File: src/rtl/clk_div_ratio_ctrl.sv
// ----------------------------------------------------------------------------
// clk_div_ratio_ctrl
//  Control stage in front of the integer clock divider, i_ref_clk domain.
//  It accepts ratio/enable change requests over valid/ready, rejects illegal
//  ratios and sequences the divider controls glitch-safely:
//  quiesce -> load ratio -> re-enable -> settle -> acknowledge.
//  The divider never sees o_div_ratio change while o_clk_en is high.
//
// Ports
//  i_ref_clk    in   1        reference clock (same clock as divider)
//  i_rst        in   1        asynchronous reset, active-high
//  i_req_valid  in   1        change request valid
//  o_req_ready  out  1        request accepted when valid & ready at posedge
//  i_req_ratio  in   RATIO_W  requested divide ratio
//  i_req_en     in   1        requested divider enable
//  o_ack_valid  out  1        one-cycle completion pulse
//  o_ack_err    out  1        qualifies o_ack_valid: 1 = request rejected
//  o_div_ratio  out  RATIO_W  to divider i_div_ratio
//  o_clk_en     out  1        to divider i_clk_en
//  o_busy       out  1        high whenever the FSM is not IDLE
// ----------------------------------------------------------------------------
module clk_div_ratio_ctrl #(
   parameter int unsigned RATIO_W    = 8,
   parameter int unsigned RST_RATIO  = 2,
   parameter int unsigned QUIET_CYC  = 8,
   parameter int unsigned SETTLE_CYC = 2
) (
   input  logic               i_ref_clk,
   input  logic               i_rst,
   input  logic               i_req_valid,
   output logic               o_req_ready,
   input  logic [RATIO_W-1:0] i_req_ratio,
   input  logic               i_req_en,
   output logic               o_ack_valid,
   output logic               o_ack_err,
   output logic [RATIO_W-1:0] o_div_ratio,
   output logic               o_clk_en,
   output logic               o_busy
);

   localparam int unsigned MAX_CYC   = (QUIET_CYC > SETTLE_CYC) ? QUIET_CYC : SETTLE_CYC;
   localparam int unsigned CNT_W     = $clog2(MAX_CYC + 1);
   // Counters are loaded with (cycles - 1) on state entry and exit at zero.
   localparam int unsigned QUIET_LD  = QUIET_CYC - 1;
   localparam int unsigned SETTLE_LD = (SETTLE_CYC > 0) ? (SETTLE_CYC - 1) : 0;

   typedef enum logic [2:0] {
      IDLE    = 3'd0,
      QUIESCE = 3'd1,
      LOAD    = 3'd2,
      RESUME  = 3'd3,
      SETTLE  = 3'd4,
      ACK     = 3'd5
   } state_t;

   state_t             state_q, state_d;
   logic [CNT_W-1:0]   cnt_q, cnt_d;
   logic [RATIO_W-1:0] cap_ratio_q, cap_ratio_d;
   logic               cap_en_q, cap_en_d;
   logic [RATIO_W-1:0] div_ratio_d;
   logic               clk_en_d;
   logic               ack_valid_d;
   logic               ack_err_d;
   logic               req_ready_d;
   logic               busy_d;

   // State and all registered outputs
   always_ff @(posedge i_ref_clk or posedge i_rst) begin
      if (i_rst) begin
         state_q     <= IDLE;
         cnt_q       <= '0;
         cap_ratio_q <= '0;
         cap_en_q    <= 1'b0;
         o_div_ratio <= RATIO_W'(RST_RATIO);
         o_clk_en    <= 1'b0;
         o_ack_valid <= 1'b0;
         o_ack_err   <= 1'b0;
         o_req_ready <= 1'b1;
         o_busy      <= 1'b0;
      end else begin
         state_q     <= state_d;
         cnt_q       <= cnt_d;
         cap_ratio_q <= cap_ratio_d;
         cap_en_q    <= cap_en_d;
         o_div_ratio <= div_ratio_d;
         o_clk_en    <= clk_en_d;
         o_ack_valid <= ack_valid_d;
         o_ack_err   <= ack_err_d;
         o_req_ready <= req_ready_d;
         o_busy      <= busy_d;
      end
   end

   // Next state and next output values
   always_comb begin
      state_d     = state_q;
      cnt_d       = cnt_q;
      cap_ratio_d = cap_ratio_q;
      cap_en_d    = cap_en_q;
      div_ratio_d = o_div_ratio;
      clk_en_d    = o_clk_en;
      ack_valid_d = 1'b0;
      ack_err_d   = 1'b0;

      case (state_q)
         IDLE: begin
            if (i_req_valid) begin
               cap_ratio_d = i_req_ratio;
               cap_en_d    = i_req_en;
               if (i_req_en && (i_req_ratio < RATIO_W'(2))) begin
                  // Enabling with ratio 0/1 is rejected; divider untouched.
                  state_d     = ACK;
                  ack_valid_d = 1'b1;
                  ack_err_d   = 1'b1;
               end else if ((i_req_ratio == o_div_ratio) && (i_req_en == o_clk_en)) begin
                  state_d     = ACK;
                  ack_valid_d = 1'b1;
               end else if (o_clk_en) begin
                  // Stop the divider before its ratio is touched.
                  state_d  = QUIESCE;
                  clk_en_d = 1'b0;
                  cnt_d    = CNT_W'(QUIET_LD);
               end else begin
                  state_d = LOAD;
               end
            end
         end
         QUIESCE: begin
            if (cnt_q == '0) begin
               state_d = LOAD;
            end else begin
               cnt_d = cnt_q - CNT_W'(1);
            end
         end
         LOAD: begin
            div_ratio_d = cap_ratio_q;
            state_d     = RESUME;
         end
         RESUME: begin
            // Enable rises one edge after the ratio update.
            clk_en_d = cap_en_q;
            if (cap_en_q && (SETTLE_CYC > 0)) begin
               state_d = SETTLE;
               cnt_d   = CNT_W'(SETTLE_LD);
            end else begin
               state_d     = ACK;
               ack_valid_d = 1'b1;
            end
         end
         SETTLE: begin
            if (cnt_q == '0) begin
               state_d     = ACK;
               ack_valid_d = 1'b1;
            end else begin
               cnt_d = cnt_q - CNT_W'(1);
            end
         end
         ACK: begin
            state_d = IDLE;
         end
         default: begin
            state_d = IDLE;
         end
      endcase

      req_ready_d = (state_d == IDLE);
      busy_d      = (state_d != IDLE);
   end

endmodule

File: config.mk
export PLATFORM = sky130hd
export DESIGN_NAME = clk_div_ratio_ctrl
export DESIGN_NICKNAME = d
export VERILOG_FILES = /design/src/rtl/clk_div_ratio_ctrl.sv
export SDC_FILE = /design/constraint.sdc
export NUM_CORES = 1
export LEC_CHECK = 0
export BUFFER_PORTS_ARGS = -buffer_cell sky130_fd_sc_hd__buf_4
export CAP_MARGIN = 20
export CORE_ASPECT_RATIO = 0.9
export CORE_MARGIN = 4
export CORE_UTILIZATION = 51
export DETAILED_ROUTE_END_ITERATION = 16
export PLACE_DENSITY = 0.73
export SYNTH_ARGS = -nofsm -noshare
export SYNTH_HDL_FRONTEND = slang
export SYNTH_SLANG_ARGS = --single-unit
File: constraint.sdc
create_clock -name i_ref_clk -period 2.6 [get_ports i_ref_clk]
set_input_delay 0.13 -clock i_ref_clk [delete_from_list [all_inputs] [get_ports i_ref_clk]]
set_output_delay 0.13 -clock i_ref_clk [all_outputs]
set_load 0.03 [all_outputs]
== Word level (Yosys, flattened, before mapping) ==
Cells that the tools add are included.
Word-level totals
  flip-flop bits (word level): 29
  output and inout bits: 13
  logic and storage cells: 64
Cells by class
  add/sub/neg operators: 1
  $lt $le $gt $ge: 1
  eq/ne operators: 12
  muxes and demuxes: 28
  reduce and logical (&&, ||, !) cells: 12
Operators by type and width (number)
  2-to-1 mux 4 bit: 6
  2-to-1 mux 3 bit: 5
  one-hot mux 3 bit (5 select lines): 1
  2-to-1 mux 1 bit: 12
  != test 2 bit, second input constant: 6
  one-hot mux 4 bit (3 select lines): 1
  == test 8 bit: 1
  less-than comparator 8 x 2 -> 1 bit, second input constant: 1
  AND reduction 7 bit: 1
  == test 3 x 2 -> 1 bit, second input constant: 2
  zero test 3 bit: 2
  nonzero test 3 bit: 2
  zero test 4 bit: 1
  AND reduction 4 bit: 1
  subtractor 4 x 1 -> 4 bit, second input constant: 1
  == test 3 x 1 -> 1 bit, second input constant: 1
  == test 3 bit, second input constant: 1
  one-hot mux 1 bit (3 select lines): 1
  logical AND 1 bit: 2
  2-to-1 mux 2 bit: 1
  one-hot mux 1 bit (2 select lines): 1
  AND reduction 2 bit: 1
  nonzero test 2 bit: 1
  OR reduction 2 bit: 1
  == test 1 bit: 1

== Depth between registers and ports, before layout ==
Gate-level depths: netlist of run 1.
  depth after elaboration: 7
  gate-level depth with buffers: 7
  gate-level depth less buffers: 7

== Least setup slack after synthesis of run 1 ==
OpenSTA, ideal clock, no wires.
  path type: register -> register
  from: reg cnt_q[0]
  to: reg cnt_q[0]
  library setup time: 0.079 ns
  arrival time: 1.574 ns
  path slack: 0.946 ns
  cell stages (with the launch flop): 8
  period minus slack after synthesis: 1.654 ns
  cells stage by stage: dfrtp_1 > inv_1 > ha_1 > nor3b_4 > inv_1 > a221o_2 > nand3_2 > mux2i_1
Between the ends
  word-level cells in the longest chain between the ends: 3
  elaborated cells between the ends (all ways): 6
RTL lines
  start: declaration: RTL line 57  | logic [CNT_W-1:0] cnt_q, cnt_d;
  start signal: assignment: RTL line 82  | cnt_q <= cnt_d;
  subtractor 4 x 1 -> 4 bit or zero test 4 bit (tied branches)
  2-to-1 mux 4 bit or != test 2 bit (tied branches)
  one-hot mux 4 bit (3 select lines) or AND reduction 7 bit (tied branches)
Several ways; a longest one is shown, not always the timed one. The select of a mux whose other input is x is not followed.
A chain may end at the register's enable or synchronous reset.

== Worst setup path after layout of run 1 ==
  from: reg state_q[1]
  to: reg o_div_ratio[6]
Between the ends
  word-level cells in the longest chain between the ends: 1
RTL lines
  start: declaration: RTL line 56  | state_t state_q, state_d;
  start signal: assignment: RTL line 81  | state_q <= state_d;
  == test 3 x 2 -> 1 bit: RTL line 105  | case (state_q)
  end signal: assignment: RTL line 74  | o_div_ratio <= RATIO_W'(RST_RATIO);
  end signal: assignment: RTL line 85  | o_div_ratio <= div_ratio_d;
  end: declaration: RTL line 36  | output logic [RATIO_W-1:0] o_div_ratio,
No other way between the ends.

==> results.ini, run 1 <==
[cells_and_area]
diodes = 0
nFillCells = 237
final_nets = 176
final_cell_mix = dfrtp_1 (27), buf_4 (26), mux2_2 (13)
area_growth_pct = 19.85
drive_above_1_share_pct = 36.59
final_cells = 204
final_common_cell = dfrtp_1

[sta]
setup_violations = 0
rsz0062_at_grt = no
finClkSkew_ns = 0.01214
slew_violations = 0
fin_tns_setup_ns = 0
final.min_clock_period_ns = 1.907
post-route-period-util_pct = 73.34
fmax_mhz = 524.4
tightest_slew_ns = 0.5140
slew_headroom_pct = 65.74
finalHoldViolations = 0

[global_routing]
overflow = 0
grt_first_pass_wirelength_um = 5223
grt_pass1_vias = 1118
track_usage_pct = 18.30
grt_max_degree = 30
antenna_found_initial = 0

[worst_setup_path]
setup.worst_path.end = o_div_ratio[6]
slowest_stage = dfrtp_1
worstPathRequired_ns = 2.83
ff2ff_setup_slack_ns = 0.69
worst_setup_path_end_kind = flip-flop
path_delay_family = flip-flops
crit_path_cell_trace = nor2b_2, nor2b_1, buf_4, mux2_2
critical_path_buf_inv_count = 1
worstPathArrival_ns = 2.14
crit_type = flip-flop to flip-flop
reg2reg_to = o_div_ratio[6]
cp_max_fo = 16
startpoint_type = flip-flop
critical_path_depth = 4
ff2ff_path_depth = 4
slowest_delay_ns = 0.64
r2r_start = state_q[1]
startpoint = state_q[1]

[clock_network]
insertion_delay_ns = 0.33
clk_pin_slew_ns = 0.10
cts_root_buffer = clkbuf_4
cts_max_level = 2
clock_sinks = 29
cts_buffers = 5
cts_tree = yes
cts_buffer_depth = 2

[yosys]
synth-main-ff-cell = dfrtp_1
async_reset_ff_share_pct = 100.0
ys_types = 47
syn_nets = 147
synthCells = 134
syn_area_per_cell_sq_um = 11.43
synth-seq-cells = 29
syn_area_sq_mm = 0.001531
yosys_warnings = 0
yosysSeqAreaShare_pct = 47.55
synth_edf_count = 0

[place]
place_inst = 195
port_buffers = 24
dp_hpwl_um = 2271
place_congestion = 0.8235

[floorplanning]
die_area_sq_mm = 0.003945
start_util_pct = 54.40
die_x_um = 65.76
row_count = 18
ioPinCount = 25
dieHeight_um = 59.99
coreArea_sq_mm = 0.002815

[pwr]
clock_power_share_pct = 16.3
ir_worst_vdd_v = 0.0006752
power.total_w = 0.002377
power.leakage_nw = 0.8252
pwr-share-comb_pct = 45.9
seq_power_share_pct = 37.8
internal_power_w = 0.001415
p_per_area_mw_per_mm2 = 1295
p_sw_w = 0.0009619
switching_share_pct = 40.47

[routing]
finalWirelength_um = 2979
remaining_drc_errors = 0
ant_nets = 0
drt_pre_antenna_iters = 4
wl_per_cell_um = 14.60
drt_iter0_drc = 21
num_vias = 1088
viasPerCell = 5.333

[status]
status = complete, no violations

[worst_hold_path]
min_path_type = input port to flip-flop

[run]
cap_viol_max_count = 0

## state kept, by name (all words and copies together) (netlist names)
signal       count
o_ack_err        1
o_div_ratio      8
cnt_q            4
state_q          3
o_req_ready      1
o_clk_en         1
cap_ratio_q      8
o_busy           1
o_ack_valid      1
cap_en_q         1
## worst reg2reg max path: stages (launching register included)
cell and delay [ns]:
dfrtp_1 0.64, nor2b_2 0.29, nor2b_1 0.32, buf_4 0.21, mux2_2 0.34
## logic make-up (layout without fill, tap and decap cells)
group | after synthesis | in the layout | share of synthesized area (%)
AO/OA/AOI/OAI | 25 | 25 | 12.34
adder cells (fa/ha/maj) | 1 | 1 | 0.8169
buffers and inverters | 14 | 44 | 4.820
multiplexers | 21 | 21 | 15.11
XOR/XNOR | 10 | 10 | 5.719
flip-flops | 29 | 29 | 47.55
AND/OR/NAND/NOR | 34 | 34 | 13.65
## power by group through the flow
stage / Sequential [W] / Combinational [W] / Clock [W]
global route: 0.000934 / 0.00119 / 0.000419
CTS: 0.000895 / 0.00110 / 0.000400
finish: 0.000898 / 0.00109 / 0.000388
floorplan: 0.000987 / 0.000721 / 0
global placement: 0.000892 / 0.00107 / 0
detailed placement: 0.000901 / 0.00110 / 0
## stage by stage
step / hold WS [ns] / worst slack [ns] / utilization, % / cell area, sq um
3_3_place_gp: 0.2211 / 0.7616 / 61.69 / 1737
4_1_cts: 0.02888 / 0.6952 / 65.20 / 1836
3_5_place_dp: 0.2380 / 0.7117 / 61.69 / 1737
2_1_floorplan: 0.2066 / 0.9463 / - / 1531
5_1_grt: 0.03794 / 0.5972 / 65.20 / 1836
6_report: 0.04151 / 0.6931 / 65.20 / 1836
## layout make-up
cell class / instances / area (sq um) / area share, %
well taps: 40 / 50.05 / 2.727
multi-input cells: 91 / 729.5 / 39.74
clock buffers: 6 / 51.30 / 2.795
flip-flops and latches: 29 / 728.2 / 39.67
inverters: 9 / 33.78 / 1.840
repair buffers: 27 / 205.2 / 11.18
clock inverters: 2 / 37.54 / 2.045
## what timing repair did
action                                 4_1_cts  5_1_grt
resized for setup                            0        0
endpoints found under the hold margin       27        0
hold buffers                                 1        0
buffers inserted                             0        0
## how the worst min path moves through the flow
stage,startpoint,to,slack [ns],cells past startpoint
floorplan,i_rst,cap_en_q,0.21,1
global placement,i_rst,cap_ratio_q[1],0.22,3
detailed placement,i_rst,o_ack_err,0.24,3
CTS,i_req_ratio[0],cap_ratio_q[0],0.03,2
global route,i_req_ratio[0],cap_ratio_q[0],0.04,2
finish,i_req_ratio[0],cap_ratio_q[0],0.04,2
## Yosys cell counts, types with 2 or more instances
master | instances | area share (%)
o22ai_1 | 2 | 0.82
nor2b_1 | 3 | 1.2
nor3_1 | 3 | 0.98
buf_2 | 2 | 0.65
xor2_1 | 9 | 5.1
o21ai_0 | 2 | 0.65
inv_1 | 9 | 2.2
nor3_2 | 2 | 1.3
mux2i_1 | 4 | 2.6
nor4_1 | 2 | 0.82
buf_6 | 2 | 1.5
nand2_1 | 7 | 1.7
dfstp_2 | 2 | 3.4
dfrtp_1 | 27 | 44
nor2_1 | 7 | 1.7
mux2_2 | 13 | 9.6
a21oi_1 | 5 | 1.6
mux2_1 | 4 | 2.9
## layer usage
metal	global-route usage (%)	wire length, um	share of wire [%]
met2	27.43	1363	46
met4	9.763	72	2.4
met5	0	0	0
met1	24.13	1410	47
met3	5.075	132	4.4
Note: power is estimated with default switching activity, not from simulation.
==> run 2: changes to the inputs <==
--- a/config.mk
+++ b/config.mk
@@ -9,9 +9,9 @@
 export CAP_MARGIN = 20
 export CORE_ASPECT_RATIO = 0.9
 export CORE_MARGIN = 4
-export CORE_UTILIZATION = 51
+export CORE_UTILIZATION = 50
 export DETAILED_ROUTE_END_ITERATION = 16
-export PLACE_DENSITY = 0.73
+export PLACE_DENSITY = 0.75
 export SYNTH_ARGS = -nofsm -noshare
 export SYNTH_HDL_FRONTEND = slang
 export SYNTH_SLANG_ARGS = --single-unit
==> constraint.sdc (replaced) <==
create_clock -name i_ref_clk -period 1.6 [get_ports i_ref_clk]
set_input_delay 0.08 -clock i_ref_clk [delete_from_list [all_inputs] [get_ports i_ref_clk]]
set_output_delay 0.08 -clock i_ref_clk [all_outputs]
set_load 0.03 [all_outputs]
==> run 2 against run 1 <==
  * The run now ends with negative setup slack left
  * Via count grew 17%
  * Critical path depth grew 3
  * Register-to-register slack lost 0.78 ns
  * Final cell count grew 15%
  * Critical endpoint is now cnt_q[3]
  * Largest cell class unchanged
==> results.ini, run 2 (same netlist as run 1, synthesis figures left out) <==
[floorplanning]
ioPinCount = 25  ; unchanged
dieHeight_um = 60.51  ; +0.87%
start_util_pct = 53.97  ; -0.43 points
die_x_um = 66.34  ; +0.87%
row_count = 18  ; unchanged
coreArea_sq_mm = 0.002838  ; +0.80%
die_area_sq_mm = 0.004014  ; +1.7%

[sta]
tightest_slew_ns = 0.4778  ; -0.03614 ns
finalHoldViolations = 0  ; unchanged
fmax_mhz = 591.2  ; +13%
final.min_clock_period_ns = 1.692  ; -0.2153 ns
timing.hold.ws_ns = 0.009873  ; -0.03164 ns
rsz0062_at_grt = yes
setup_violations = 4  ; +4
finClkSkew_ns = 0.002482  ; -0.009658 ns
slew_headroom_pct = 67.85  ; +2.1 points
fin_ws_ns = -0.09154  ; -0.7847 ns
slew_violations = 0  ; unchanged
post-route-period-util_pct = 105.7  ; +32 points

[worst_setup_path]
startpoint_type = flip-flop
cp_max_fo = 3  ; -13
slowest_stage = a221o_2
path_delay_family = compound AO/OA/AOI/OAI gates
worst_setup_path_end_kind = flip-flop
slowest_delay_ns = 0.42  ; -0.22 ns
crit_type = flip-flop to flip-flop
critical_path_buf_inv_count = 2  ; +1
worstPathArrival_ns = 1.89  ; -0.25 ns
worstPathRequired_ns = 1.80  ; -1.03 ns
crit_path_cell_trace = inv_2, ha_4, nor3b_4, inv_1, a221o_2, a31oi_2, a41oi_1

[status]
violations = negative setup slack
status = complete, but fails checks

[pwr]
switching_share_pct = 40.32  ; -0.15 points
clock_power_share_pct = 14.4  ; -1.9 points
pwr-share-comb_pct = 53.8  ; +7.9 points
internal_power_w = 0.002624  ; +85%
power.leakage_nw = 0.9802  ; +19%
seq_power_share_pct = 31.8  ; -6.0 points
p_sw_w = 0.001773  ; +84%
ir_worst_vdd_v = 0.001167  ; +73%
p_per_area_mw_per_mm2 = 2052  ; +58%

[place]
dpl_worst_slack_ns = -0.1007  ; -0.8124 ns
place_congestion = 0.8802  ; +6.9%
port_buffers = 24  ; unchanged
dp_hpwl_um = 2794  ; +23%

[clock_network]
cts_max_level = 2  ; unchanged
cts_root_buffer = clkbuf_4
clk_pin_slew_ns = 0.09  ; about the same
cts_buffer_depth = 2  ; unchanged
cts_tree = yes
clock_sinks = 29  ; unchanged
cts_buffers = 5  ; unchanged
insertion_delay_ns = 0.33  ; about the same

[cells_and_area]
diodes = 0  ; unchanged
final_cell_mix = buf_4 (52), dfrtp_1 (26), mux2_2 (13)
area_growth_pct = 39.87
reg_top3 = cap_ratio_q x8, o_div_ratio x8, cnt_q x4
drive_above_1_share_pct = 48.72  ; +12 points
final_common_cell = buf_4
final_nets = 207  ; +18%
multi_input_area_sq_um = 793.3  ; +8.7%
regArea_sq_um = 729.5  ; +0.17%
nFillCells = 199  ; -16%
postLayoutCoreUtil_pct = 75.49  ; +10 points

[routing]
num_vias = 1274  ; +17%
wl_per_cell_um = 16.19  ; +11%
viasPerCell = 5.421  ; +1.6%
remaining_drc_errors = 0  ; unchanged
finalWirelength_um = 3804  ; +28%
drt_pre_antenna_iters = 4  ; unchanged
ant_nets = 0  ; unchanged
drt_iter0_drc = 99  ; +370%

[global_routing]
overflow = 0  ; unchanged
track_usage_pct = 21.17  ; +2.9 points
grt_pass1_vias = 1351  ; +21%
grt_max_degree = 30  ; unchanged
grt_first_pass_wirelength_um = 6175  ; +18%
antenna_found_initial = 0  ; unchanged

[run]
cap_viol_max_count = 0  ; unchanged

[worst_hold_path]
min_path_type = input port to flip-flop

## run 2: cell count changes in the layout (fill, tap and decap cells not counted), sizes merged
cell / previous run / this run
buf: 26 / 52
dlygate4sd3: 1 / 6
clkbuf: 6 / 7
clkinvlp: 1 / 0
## run 2: per-layer routing
metal,part of all wire (%),GRT usage [%],vias up,wire [um]
li1,-,-,597,-
met1,42,25.45,620,1583
met2,51,37.20,50,1941
met3,5.8,4.630,7,220
met4,1.6,8.696,0,59
met5,0,0,-,0
## run 2: power groups by stage
| stage | clock network (W) | logic (W) | registers (W) |
|---|---|---|---|
| after CTS | 0.000642 | 0.00226 | 0.00139 |
| final | 0.000633 | 0.00236 | 0.00140 |
| after detailed placement | 0 | 0.00217 | 0.00140 |
| after global placement | 0 | 0.00209 | 0.00138 |
| after floorplan | 0 | 0.00118 | 0.00161 |
| after global routing | 0.000675 | 0.00254 | 0.00144 |
## run 2: path summary, 6_finish.rpt
check	cells after the start	slack [ns]	startpoint	end
max	7	-0.09	cnt_q[0]	cnt_q[3]
min	2	0.01	i_req_ratio[4]	cap_ratio_q[4]
max reg2reg	7	-0.09	cnt_q[0]	cnt_q[3]
min reg2reg	1	0.50	cap_ratio_q[0]	o_div_ratio[0]
max in group asynchronous	4	0.92	i_rst	o_div_ratio[1]
min in group asynchronous	4	0.38	i_rst	cap_ratio_q[1]
## run 2: final cells by class
type                       instances  share of cell area, %
multi-input combinational         91                  37.03
sequential                        29                  34.05
timing repair buffer              58                  21.03
clock buffer                       7                  2.570
tap                               40                  2.336
inverter                           9                  1.577
clock inverter                     1                  1.402
## run 2: worst reg2reg max path, cell delays in order (launching register included)
cell	delay, ns
dfrtp_1	0.40
inv_2	0.08
ha_4	0.13
nor3b_4	0.21
inv_1	0.09
a221o_2	0.42
a31oi_2	0.18
a41oi_1	0.06
## run 2: stage by stage
step	setup TNS [ns]	area [sq um]	power, W	cells
after floorplan	-0.01289	1545	0.002794	134
after global placement	-0.002524	1893	0.003469	214
after detailed placement	-0.3611	1893	0.003578	214
after CTS	-0.2228	2056	0.004291	229
after global routing	-0.5255	2142	0.004656	235
final	-0.3036	2142	0.004396	235
## run 2: repair_timing
item | 4_1_cts | 5_1_grt
pin swaps | 5 | 4
setup endpoints to repair | 6 | 8
hold buffers | 4 | 2
endpoints found under the hold margin | 30 | 2
resized for setup | 3 | 6
buffers inserted | 3 | 4
==> run 3: changes to the inputs <==
--- a/config.mk
+++ b/config.mk
@@ -11,6 +11,7 @@
 export CORE_MARGIN = 4
 export CORE_UTILIZATION = 50
 export DETAILED_ROUTE_END_ITERATION = 16
+export MAX_ROUTING_LAYER = met4
 export PLACE_DENSITY = 0.75
 export SYNTH_ARGS = -nofsm -noshare
 export SYNTH_HDL_FRONTEND = slang
==> run 3 against run 2 <==
  * The flow still finishes with violations (negative setup slack)
  * Hold slack about the same
  * Clock skew up 0.011 ns
  * Global-route usage up 1.8 points
  * Setup slack worse by 0.023 ns
  * Wire length up 0.74%
  * Non-clock buffer count down 1
  * Cell area down 1.3%
  * Critical endpoint is now cnt_q[0]
==> results.ini, run 3 (same netlist as run 1, synthesis figures left out) <==
[routing]
viasPerCell = 5.568  ; +2.7%
wl_per_cell_um = 16.38  ; +1.2%
ant_nets = 0  ; unchanged
drt_iter0_drc = 80  ; -19%
num_vias = 1303  ; +2.3%
remaining_drc_errors = 0  ; unchanged
finalWirelength_um = 3832  ; +0.74%
drt_pre_antenna_iters = 4  ; unchanged

[global_routing]
track_usage_pct = 22.97  ; +1.8 points
grt_pass1_vias = 1442  ; +6.7%
antenna_found_initial = 0  ; unchanged
grt_first_pass_wirelength_um = 6561  ; +6.3%
overflow = 0  ; unchanged
grt_max_degree = 30  ; unchanged

[worst_setup_path]
worst_setup_path_end_kind = flip-flop
crit_type = flip-flop to flip-flop
startpoint_type = flip-flop
cp_max_fo = 3  ; unchanged
startpoint = cnt_q[0]
worstPathRequired_ns = 1.84  ; +0.04 ns
r2r_start = cnt_q[0]
worstPathArrival_ns = 1.96  ; +0.07 ns
ff2ff_path_depth = 7  ; unchanged

[pwr]
power.leakage_nw = 0.9617  ; -1.9%
p_per_area_mw_per_mm2 = 2060  ; +0.38%
power.total_w = 0.004353  ; -0.97%
ir_worst_vdd_v = 0.001216  ; +4.1%

[floorplanning]
ioPinCount = 25  ; unchanged
die_area_sq_mm = 0.004014  ; unchanged
row_count = 18  ; unchanged
dieHeight_um = 60.51  ; unchanged
start_util_pct = 53.97  ; unchanged
coreArea_sq_mm = 0.002838  ; unchanged
die_x_um = 66.34  ; unchanged

[cells_and_area]
reg_top3 = cap_ratio_q x8, o_div_ratio x8, cnt_q x4
final_nets = 206  ; -0.48%
final_cells = 234  ; -0.43%
area_growth_pct = 37.99
drive_above_1_share_pct = 48.97  ; +0.25 points
postLayoutCoreUtil_pct = 74.47  ; -1.0 points
diodes = 0  ; unchanged
final_common_cell = buf_4
final_cell_mix = buf_4 (51), dfrtp_1 (26), mux2_2 (13)

[sta]
tightest_slew_ns = 0.5346  ; +0.05673 ns
finClkSkew_ns = 0.01349  ; +0.01101 ns
setup_violations = 5  ; +1
fin_ws_ns = -0.1146  ; -0.02309 ns
rsz0062_at_grt = yes
fmax_mhz = 583.2  ; -1.3%
finalHoldViolations = 0  ; unchanged
post-route-period-util_pct = 107.2  ; +1.4 points
slew_violations = 0  ; unchanged
slew_headroom_pct = 64.03  ; -3.8 points
final.min_clock_period_ns = 1.715  ; +0.02309 ns

[place]
place_congestion = 0.8692  ; -1.2%
place_inst = 217  ; +1.4%
dp_hpwl_um = 2837  ; +1.5%
port_buffers = 24  ; unchanged

[worst_hold_path]
hp-start = i_req_ratio[1]
hold_depth = 2  ; unchanged
min_path_type = input port to flip-flop

[clock_network]
cts_max_level = 2  ; unchanged
cts_tree = yes
clk_pin_slew_ns = 0.09  ; about the same
insertion_delay_ns = 0.33  ; about the same
cts_root_buffer = clkbuf_4
cts_buffer_depth = 2  ; unchanged
cts_buffers = 5  ; unchanged
clock_sinks = 29  ; unchanged

[status]
violations = negative setup slack
status = complete, but fails checks

[run]
cap_viol_max_count = 0  ; unchanged

-- run 3: area by class of cell --
cell class / instances / area, sq um
flip-flops and latches: 29 / 729.5
inverters: 9 / 33.78
clock inverters: 2 / 35.03
clock buffers: 6 / 41.29
fillers: 199 / 724.4
repair buffers: 57 / 442.9
well taps: 40 / 50.05
multi-input cells: 91 / 780.7
-- run 3: stage by stage --
step | hold WS, ns | setup TNS [ns] | instance area [sq um] | setup slack [ns]
after detailed placement | 0.1908 | -0.4416 | 1916 | -0.1357
after global placement | 0.1692 | -0.007443 | 1916 | -0.007443
after floorplan | 0.1566 | -0.01289 | 1545 | -0.01289
after CTS | 0.0005458 | -0.3294 | 2082 | -0.1041
after global routing | 0.006478 | -0.9769 | 2113 | -0.2015
final | 0.01019 | -0.3825 | 2113 | -0.1146
-- run 3: report_power, final --
part           switching, W  internal (W)  leakage, nW
clock              0.000256      0.000327       0.0422
combinational       0.00120       0.00116        0.576
sequential         0.000316       0.00109        0.343
-- run 3: repair_timing --
item                       CTS  global route
gates resized for setup      3             6
hold endpoints to repair    32             0
pin swaps                    3             5
hold buffers                 6             0
setup buffers                2             1
setup endpoints to repair    8            11
-- run 3: layer usage --
layer	track usage (%)	wire (um)	vias up
li1	-	-	599
met1	27.20	1573	634
met3	4.630	251	10
met2	38.33	1938	60
met5	-	0	-
met4	9.855	68	0
-- run 3: worst max-delay path, cell delays in order, from the launching register on --
cell and delay, ns:
dfrtp_1 0.41, inv_2 0.09, ha_4 0.13, nor3b_4 0.23
o21ai_1 0.08, a221o_2 0.39, nand3_4 0.10, mux2i_1 0.21
-- run 3: final timing paths --
path                                       end  slack, ns
worst max-delay path                  cnt_q[0]      -0.11
worst max register to register        cnt_q[0]      -0.11
worst min-delay path            cap_ratio_q[1]       0.01
max in group asynchronous          o_req_ready       0.89
min in group asynchronous             cap_en_q       0.39
worst min register to register  o_div_ratio[2]       0.50
